`src/rtl/decoder_pkg.sv`:
```
// Shared types and the index-to-1-hot decode helper for onehot_decoder_pipe.
package decoder_pkg;

   // Occupancy of the output register pair: main (M) and skid (S).
   typedef enum logic [1:0] {
      EMPTY = 2'd0,
      ONE   = 2'd1,
      FULL  = 2'd2
   } state_t;

   // Widest lane count the decode helper can produce; callers slice down to WIDTH.
   localparam int unsigned DEC_MAX_W   = 256;
   localparam int unsigned DEC_IDX_W   = $clog2(DEC_MAX_W);

   typedef struct packed {
      logic                 err;
      logic [DEC_MAX_W-1:0] vec;
   } dec_t;

   // Decode idx into a 1-hot vector of 'width' lanes. A disabled beat yields an
   // all-zero vector; an enabled beat whose index does not name a lane yields an
   // all-zero vector with err set.
   function automatic dec_t onehot_decode(
      input logic [31:0] idx,
      input logic        en,
      input int unsigned width
   );
      dec_t res;
      res.err = 1'b0;
      res.vec = {DEC_MAX_W{1'b0}};
      if (en) begin
         if (idx < width) begin
            res.vec[idx[DEC_IDX_W-1:0]] = 1'b1;
         end else begin
            res.err = 1'b1;
         end
      end else begin
         res.vec = {DEC_MAX_W{1'b0}};
      end
      return res;
   endfunction

endpackage

```
`src/rtl/onehot_decoder_pipe_chk.sv`:
```
// Simulation-time checks on the decoder's input beats and output vector.
module onehot_decoder_pipe_chk #(
   parameter int WIDTH = 8,
   parameter int SIZE  = 3
) (
   input logic             clk,
   input logic             rst,
   input logic             in_valid,
   input logic [SIZE-1:0]  in_idx,
   input logic             in_en,
   input logic [WIDTH-1:0] out_onehot
);

   a_in_known: assert property (@(posedge clk) disable iff (rst)
      in_valid |-> !$isunknown({in_idx, in_en}))
      else $error("onehot_decoder_pipe: unknown in_idx/in_en on a valid beat");

   a_out_known: assert property (@(posedge clk) disable iff (rst)
      !$isunknown(out_onehot))
      else $error("onehot_decoder_pipe: unknown value on out_onehot");

endmodule

```
`src/rtl/skid_buffer.sv`:
```
// Generic two-entry valid/ready stage. The main register drives the output;
// the skid register catches the beat accepted while the output is stalled, so
// o_ready depends only on registered state and never on i_ready.
module skid_buffer
   import decoder_pkg::*;
#(
   parameter int DATA_W = 9
) (
   input  logic              clk,
   input  logic              rst,
   input  logic              i_valid,
   output logic              o_ready,
   input  logic [DATA_W-1:0] i_data,
   output logic              o_valid,
   input  logic              i_ready,
   output logic [DATA_W-1:0] o_data
);

   state_t            r_state;
   state_t            w_state_nxt;
   logic              r_ready;
   logic              r_valid;
   logic [DATA_W-1:0] r_main;
   logic [DATA_W-1:0] r_skid;
   logic              w_acc;
   logic              w_dlv;
   logic              w_load_main;
   logic              w_load_skid;
   logic              w_move_skid;

   // Next-state and register-load decisions from the handshakes on both sides.
   always_comb begin
      w_acc       = i_valid & r_ready;
      w_dlv       = r_valid & i_ready;
      w_state_nxt = r_state;
      w_load_main = 1'b0;
      w_load_skid = 1'b0;
      w_move_skid = 1'b0;
      case (r_state)
         EMPTY: begin
            if (w_acc) begin
               w_state_nxt = ONE;
               w_load_main = 1'b1;
            end else begin
               w_state_nxt = EMPTY;
            end
         end
         ONE: begin
            if (w_acc && w_dlv) begin
               w_state_nxt = ONE;
               w_load_main = 1'b1;
            end else if (w_acc) begin
               w_state_nxt = FULL;
               w_load_skid = 1'b1;
            end else if (w_dlv) begin
               w_state_nxt = EMPTY;
            end else begin
               w_state_nxt = ONE;
            end
         end
         FULL: begin
            if (w_dlv) begin
               w_state_nxt = ONE;
               w_move_skid = 1'b1;
            end else begin
               w_state_nxt = FULL;
            end
         end
         default: begin
            w_state_nxt = EMPTY;
         end
      endcase
   end

   // State register; ready/valid are registered copies of the next occupancy.
   always_ff @(posedge clk) begin
      if (rst) begin
         r_state <= EMPTY;
         r_ready <= 1'b0;
         r_valid <= 1'b0;
      end else begin
         r_state <= w_state_nxt;
         r_ready <= (w_state_nxt != FULL);
         r_valid <= (w_state_nxt != EMPTY);
      end
   end

   // Payload registers: main is refilled from input or skid, skid only on stall.
   always_ff @(posedge clk) begin
      if (rst) begin
         r_main <= {DATA_W{1'b0}};
         r_skid <= {DATA_W{1'b0}};
      end else begin
         if (w_load_main) begin
            r_main <= i_data;
         end else if (w_move_skid) begin
            r_main <= r_skid;
         end else begin
            r_main <= r_main;
         end
         if (w_load_skid) begin
            r_skid <= i_data;
         end else begin
            r_skid <= r_skid;
         end
      end
   end

   assign o_ready = r_ready;
   assign o_valid = r_valid;
   assign o_data  = r_main;

endmodule

```
`src/rtl/onehot_decoder_pipe.sv`:
```
// Binary index to 1-hot decoder with valid/ready on both sides, a registered
// output plus skid entry for full throughput, and a saturating error counter.
module onehot_decoder_pipe
   import decoder_pkg::*;
#(
   parameter int WIDTH     = 8,
   parameter int SIZE      = $clog2(WIDTH),
   parameter int ERR_CNT_W = 8
) (
   input  logic                 clk,
   input  logic                 rst,
   input  logic                 in_valid,
   output logic                 in_ready,
   input  logic [SIZE-1:0]      in_idx,
   input  logic                 in_en,
   output logic                 out_valid,
   input  logic                 out_ready,
   output logic [WIDTH-1:0]     out_onehot,
   output logic                 out_err,
   input  logic                 err_clr,
   output logic [ERR_CNT_W-1:0] err_count
);

   localparam int PAY_W = WIDTH + 1;

   dec_t                 w_dec;
   logic                 w_dec_unused;
   logic [PAY_W-1:0]     w_payload;
   logic [PAY_W-1:0]     w_out_payload;
   logic                 w_out_valid;
   logic                 w_err_inc;
   logic [ERR_CNT_W-1:0] w_err_cnt_nxt;
   logic [ERR_CNT_W-1:0] r_err_cnt;

   // Decode on the input side so the stored payload is already {err, vector}.
   always_comb begin
      w_dec        = onehot_decode(32'(in_idx), in_en, WIDTH);
      w_payload    = {w_dec.err, w_dec.vec[WIDTH-1:0]};
      w_dec_unused = ^w_dec;
   end

   skid_buffer #(
      .DATA_W (PAY_W)
   ) u_skid (
      .clk     (clk),
      .rst     (rst),
      .i_valid (in_valid),
      .o_ready (in_ready),
      .i_data  (w_payload),
      .o_valid (w_out_valid),
      .i_ready (out_ready),
      .o_data  (w_out_payload)
   );

   assign out_valid  = w_out_valid;
   assign out_err    = w_out_payload[WIDTH];
   assign out_onehot = w_out_payload[WIDTH-1:0];

   // Error counter next value: clear wins over hold, then a delivered error counts.
   always_comb begin
      w_err_inc = w_out_valid & out_ready & w_out_payload[WIDTH];
      if (err_clr) begin
         if (w_err_inc) begin
            w_err_cnt_nxt = ERR_CNT_W'(1'b1);
         end else begin
            w_err_cnt_nxt = {ERR_CNT_W{1'b0}};
         end
      end else if (w_err_inc && (r_err_cnt != {ERR_CNT_W{1'b1}})) begin
         w_err_cnt_nxt = r_err_cnt + ERR_CNT_W'(1'b1);
      end else begin
         w_err_cnt_nxt = r_err_cnt;
      end
   end

   // Error counter register.
   always_ff @(posedge clk) begin
      if (rst) begin
         r_err_cnt <= {ERR_CNT_W{1'b0}};
      end else begin
         r_err_cnt <= w_err_cnt_nxt;
      end
   end

   assign err_count = r_err_cnt;

   onehot_decoder_pipe_chk #(
      .WIDTH (WIDTH),
      .SIZE  (SIZE)
   ) u_chk (
      .clk        (clk),
      .rst        (rst),
      .in_valid   (in_valid),
      .in_idx     (in_idx),
      .in_en      (in_en),
      .out_onehot (out_onehot)
   );

endmodule

```
`config.mk`:
```
export PLATFORM = sky130hd
export DESIGN_NAME = onehot_decoder_pipe
export DESIGN_NICKNAME = d
export VERILOG_FILES = /design/src/rtl/decoder_pkg.sv /design/src/rtl/onehot_decoder_pipe_chk.sv /design/src/rtl/skid_buffer.sv /design/src/rtl/onehot_decoder_pipe.sv
export SDC_FILE = /design/constraint.sdc
export NUM_CORES = 1
export LEC_CHECK = 0
export ABC_AREA = 1
export CAP_MARGIN = 15
export CORE_UTILIZATION = 35
export CTS_CLUSTER_SIZE = 20
export DETAILED_ROUTE_END_ITERATION = 16
export SLEW_MARGIN = 5
export SYNTH_ARGS = -nofsm -noshare
export SYNTH_HDL_FRONTEND = slang
export SYNTH_HIERARCHICAL = 1
export SYNTH_SLANG_ARGS = --single-unit
```
`constraint.sdc`:
```
create_clock -name clk -period 1.5 [get_ports clk]
set_clock_uncertainty 0.05 [all_clocks]
set_input_delay 0.3 -clock clk [delete_from_list [all_inputs] [get_ports clk]]
set_output_delay 0.3 -clock clk [all_outputs]
set_load 0.05 [all_outputs]
```
=== After elaboration in Yosys (flattened, before gate mapping) ===
Index checks and enable logic that the tools add are counted.

* Divide/modulo/power cells: 0
* Mux-type cells: 19
* Bitwise gates (word level): 2
* Reduce and logical (&&, ||, !) cells: 5
* Equality and inequality tests: 3
* Shift operators: 0
* Magnitude comparators: 2
* Add/sub/neg operators: 0
* Multipliers: 0

{| class="wikitable"
|+ Operator list
! operator !! count
|-
| 8-bit two-way mux || 4
|-
| 3-bit by 9-bit less-than comparator with 1-bit output, second input constant || 1
|-
| 1-bit two-way mux || 9
|-
| 2-bit two-way mux || 3
|-
| 2-bit one-hot mux with 3 select lines || 1
|-
| 2-bit nonzero test || 2
|-
| 1-bit demux with 3-bit select || 1
|-
| 3-bit by 1-bit greater-or-equal comparator with 1-bit output, second input constant || 1
|-
| 1-bit bitwise AND || 2
|-
| 2-bit by 1-bit == test with 1-bit output, second input constant || 1
|-
| 2-bit == test, second input constant || 1
|-
| 1-bit logical AND || 2
|-
| 2-bit logical NOT || 1
|-
| 2-bit inequality test, second input constant || 1
|-
| 1-bit one-hot mux with 2 select lines || 1
|}

* Flip-flop bits (word level): 28
* RAM bits: 0
* Logic and storage cells: 37
* ROM bits: 0
* Memories kept: 0
* Bits in latches: 0

=== Longest topological paths before layout ===
* Depth in word-level cells: 6
* Depth in mapped cells: 9
* Gate-level depth less buffers: 9

=== Hierarchy ===
The synthesis kept the hierarchy.

{| class="wikitable"
|+ Modules (own cells, without submodules)
! module !! area an instance (um^2) !! cells an instance !! sequential area each (um^2) !! times used
|-
| skid_buffer || 952.2 || 141 || 440.4 || 1
|-
| onehot_decoder_pipe || 606.8 || 96 || 160.2 || 1
|}

=== Worst setup path before layout ===
OpenSTA, ideal clock, no wires.

* Path kind: register to register
* Start point: register u_skid.r_valid (netlist: u_skid/o_valid)
* End point: register u_skid.r_valid (netlist: u_skid/o_valid)
* Clock period less this slack: 1.722 ns
* Data required time: 1.323 ns
* Arrival: 1.545 ns
* Setup time: 0.127 ns
* Setup slack: -0.222 ns
* Cell stages (with the launch flop): 6
* Cell sequence: dfxtp_1 > nand2_1 > ha_1 > nand3_1 > a21boi_0 > o21ai_0

* Cells in the longest elaborated chain, start to end: 6
* Elaborated cells between the ends (all ways): 8
* Classes of those cells: 5 x mux; 1 x bitwise; 2 x reduce/logical

{| class="wikitable"
|+ Ends and longest elaborated chain
! element !! RTL line !! source
|-
| start, declared || skid_buffer.sv:22 || <nowiki>logic r_valid;</nowiki>
|-
| start signal, assigned || skid_buffer.sv:84 || <nowiki>r_valid <= (w_state_nxt != EMPTY);</nowiki>
|-
| 1-bit bitwise AND * || skid_buffer.sv:34 || <nowiki>w_dlv = r_valid & i_ready;</nowiki>
|-
| 1-bit two-way mux || skid_buffer.sv:55 || <nowiki>end else if (w_dlv) begin</nowiki>
|-
| 2-bit two-way mux || skid_buffer.sv:52 || <nowiki>end else if (w_acc) begin</nowiki>
|-
| 2-bit two-way mux || skid_buffer.sv:49 || <nowiki>if (w_acc && w_dlv) begin</nowiki>
|-
| 2-bit one-hot mux with 3 select lines * || skid_buffer.sv:39 || <nowiki>case (r_state)</nowiki>
|-
| 2-bit nonzero test * || skid_buffer.sv:84 ||
|}

Every way passes the cells marked *; elsewhere a longest branch is shown, timed or not.
A chain may end at the register's enable or synchronous reset.

=== Worst setup path after layout ===
* Start point: register r_err_cnt[3] (netlist: err_count[3])
* End point: output err_count[3]

{| class="wikitable"
|+ RTL lines
! element !! RTL line !! source
|-
| start, declared || onehot_decoder_pipe.sv:33 || <nowiki>logic [ERR_CNT_W-1:0] r_err_cnt;</nowiki>
|-
| start signal, assigned || onehot_decoder_pipe.sv:78 || <nowiki>r_err_cnt <= {ERR_CNT_W{1'b0}};</nowiki>
|-
| start signal, assigned || onehot_decoder_pipe.sv:80 || <nowiki>r_err_cnt <= w_err_cnt_nxt;</nowiki>
|-
| end, declared || onehot_decoder_pipe.sv:21 || <nowiki>output logic [ERR_CNT_W-1:0] err_count</nowiki>
|}

No word-level cell between the ends.

==> impl_metrics.tcl <==
set metrics [dict create \
    grt-ovfl-total 0 \
    antenna_found_initial 0 \
    rrSetupSlack_ps 130 \
    r2r_cells 7 \
    drt_iter0_drc 45 \
    drt-wirelength-per-cell_um 10.2 \
    hold_end "u_skid/r_skid[4]" \
    netlist_area_sq_mm 0.00156 \
    cts_tree "done" \
    p_sw_uw 503 \
    rsz0062_at_grt "false" \
    gp_congestion 0.804 \
    cts_num_sinks 30 \
    die_area_sq_mm 0.00473 \
    insertion_delay_ps 280 \
    min-delay-start "u_skid/r_skid[4]" \
    start_util 0.376 \
    grt_pass1_vias 1402 \
    cp_max_fo 7 \
    slew_violations 0 \
    cts-hold-fix-buffers 0 \
    syn_to_final_growth_pct 52.1 \
    clock_path_buffers 2 \
    cts_setup_buffers 0 \
    clock.fmax_mhz 729 \
    ys_warn_count 6 \
    num_antenna_cells 0 \
    worstPathArrival_ps 1020 \
    nNetsFinal 303 \
    hpwlAfterDp_mm 2.55 \
    ir_worst_vdd_mv 0.511 \
    hold_class "reg -> reg" \
    grt-busiest-layer "met2" \
    drcViolationCount 0 \
    synth_cells 237 \
    hold_ws_ps 394 \
    rr_endpoint "u_skid/o_data[1]" \
    grt_max_degree 19 \
    finalHoldViolCount 0 \
    path_clk_slew_ps 60 \
    period_share 0.914 \
    drt_wl_total_mm 3.48 \
    combPwrFrac 0.193 \
    rows 23 \
    drive_gt1_frac 0.265 \
    powerDensity_mw_per_mm2 761 \
    vias 1549 \
    cts_root_buf "clkbuf_8" \
    ant_nets 0 \
    internal-power_uw 1300 \
    synth_seq_cells 30 \
    required_ps 1150 \
    fp.dieW_um 68.7 \
    grt_util_met1 0.184 \
    leakage_uw 0.00104 \
    grt_pass1_wl_mm 5.77 \
    gr-usage-all-layers 0.167 \
    swShare 0.279 \
    grt_use_met2 0.293 \
    start_kind "flip-flop" \
    routed_via_density 4.54 \
    maxCapViolations 0 \
    die_y_um 68.7 \
    core_sq_mm 0.00414 \
    yosysUniqueCellTypes 27 \
    period_needed_ps 1370 \
    setup_violations 0 \
    grtUsageMet3 0.0428 \
    htreeDepth 2 \
    cts_made_buffers 5 \
    criticalPathCategory "reg -> out" \
    power_uw 1800 \
    detailedRoute.firstPassIterationCount 4 \
    cp-end-kind "output port" \
    port_buffers 27 \
    p_seq_frac 0.475 \
    status "completed" \
    pin_count 28 \
    hold_path_depth 2 \
    pwr-share-clk 0.333 \
    avgSynthCellArea_sq_um 6.58 \
    yosysSeqAreaShare 0.385 \
    r2r-start "u_skid/r_state[0]" \
]
synthesized netlist by cell type:
cell | number | area share
nand3_2 | 1 | 0.0064
a21boi_0 | 1 | 0.0048
dlygate4sd1_1 | 1 | 0.0056
nor2_1 | 47 | 0.11
nor2_4 | 1 | 0.0072
dfxtp_1 | 30 | 0.39
nand3_1 | 9 | 0.029
o21ai_1 | 2 | 0.0064
conb_1 | 1 | 0.0024
o21ai_2 | 1 | 0.0056
nand2_2 | 2 | 0.0080
nor2_2 | 4 | 0.016
nand3b_1 | 1 | 0.0048
nand2_4 | 2 | 0.014
clkinv_1 | 2 | 0.0048
nand4_1 | 1 | 0.0040
a21oi_1 | 15 | 0.048
buf_1 | 1 | 0.0024
nand2_1 | 59 | 0.14
buf_4 | 1 | 0.0048
nand2_8 | 1 | 0.013
ha_1 | 3 | 0.024
nor2_8 | 1 | 0.013
inv_2 | 4 | 0.0096
o21ai_0 | 14 | 0.045
inv_1 | 31 | 0.075
a21oi_2 | 1 | 0.0056
power by group through the flow:
stage	clock network (uW)	logic [uW]	registers, uW
floorplan	0	123	922
global placement	0	325	870
detailed placement	0	326	871
CTS	619	334	854
global route	655	376	859
finish	600	348	856
cell type report:
| class | count | area, sq um |
|---|---|---|
| timing repair buffer | 47 | 619 |
| inverter | 37 | 139 |
| fill | 396 | 1770 |
| clock buffer | 7 | 76.3 |
| sequential | 30 | 607 |
| multi-input combinational | 170 | 867 |
| tap | 50 | 62.6 |
kinds of logic after synthesis:
logic type / count (synthesis) / share of synthesized area
AOI/OAI and AO/OA: 34 / 0.116
adders and majority gates: 3 / 0.0241
buffers and inverters: 40 / 0.102
DFF: 30 / 0.385
other: 1 / 0.00241
and+or+nand+nor: 129 / 0.371
cells in the final DEF, fill, tap and decap left out, types with 2 or more instances in the layout:
cell type / synthesis / layout
dlymetal6s2s_1: 0 / 2
nand2_4: 2 / 3
a21oi_1: 15 / 15
ha_1: 3 / 2
o21ai_1: 2 / 3
o21ai_0: 14 / 13
nand2_2: 2 / 5
clkbuf_8: 0 / 5
inv_2: 4 / 6
nor2_2: 4 / 5
dfxtp_1: 30 / 25
nand3_4: 0 / 2
nand2_1: 59 / 56
clkdlybuf4s50_1: 0 / 6
dfxtp_2: 0 / 5
buf_4: 1 / 19
clkbuf_1: 0 / 2
buf_12: 0 / 19
inv_1: 31 / 29
conb_1: 1 / 2
clkinv_1: 2 / 2
nor2_1: 47 / 46
nand3_1: 9 / 8
metrics by stage:
stage	setup slack [ps]	utilization	cell area, sq um	cells	setup TNS (ps)
after floorplan	-35.0	-	1570	238	-35.0
after global placement	-359	0.536	2220	332	-6380
after detailed placement	-385	0.536	2220	332	-6680
after CTS	17.3	0.559	2320	340	0
after global routing	24.1	0.572	2370	341	0
final	129	0.572	2370	341	0
worst max-delay path: stages (launching register included):
cell     delay (ps)
dfxtp_1         450
buf_4           170
buf_12          120
flip-flops by register name (all words and copies together) (netlist names):
| register | flops |
|---|---|
| u_skid/o_valid | 1 |
| u_skid/o_data | 9 |
| u_skid/o_ready | 1 |
| err_count | 8 |
| u_skid/r_skid | 9 |
| u_skid/r_state | 2 |
how the worst max path moves through the flow:
| stage | from | to | slack, ps | cells after the start |
|---|---|---|---|---|
| 2_1_floorplan | u_skid/o_valid | u_skid/o_valid | -40 | 5 |
| 3_3_place_gp | out_ready | u_skid/o_data[2] | -360 | 10 |
| 3_5_place_dp | out_ready | u_skid/o_data[5] | -390 | 10 |
| 4_1_cts | out_ready | u_skid/o_data[7] | 20 | 10 |
| 5_1_grt | u_skid/r_state[0] | u_skid/o_data[4] | 20 | 7 |
| 6_report | err_count[3] | err_count[3] | 130 | 2 |
per-layer routing:
layer	vias up	wire length, um	share of wire
li1	838	-	-
met2	28	1720	0.49
met3	6	134	0.039
met4	0	70	0.020
met5	-	0	0
met1	677	1550	0.45
repair_timing:
action	4_1_cts	5_1_grt
endpoints found under the setup margin	8	20
cloned	1	1
pin swaps	1	7
gates resized for setup	3	14
(Power assumes the default switching activity.)
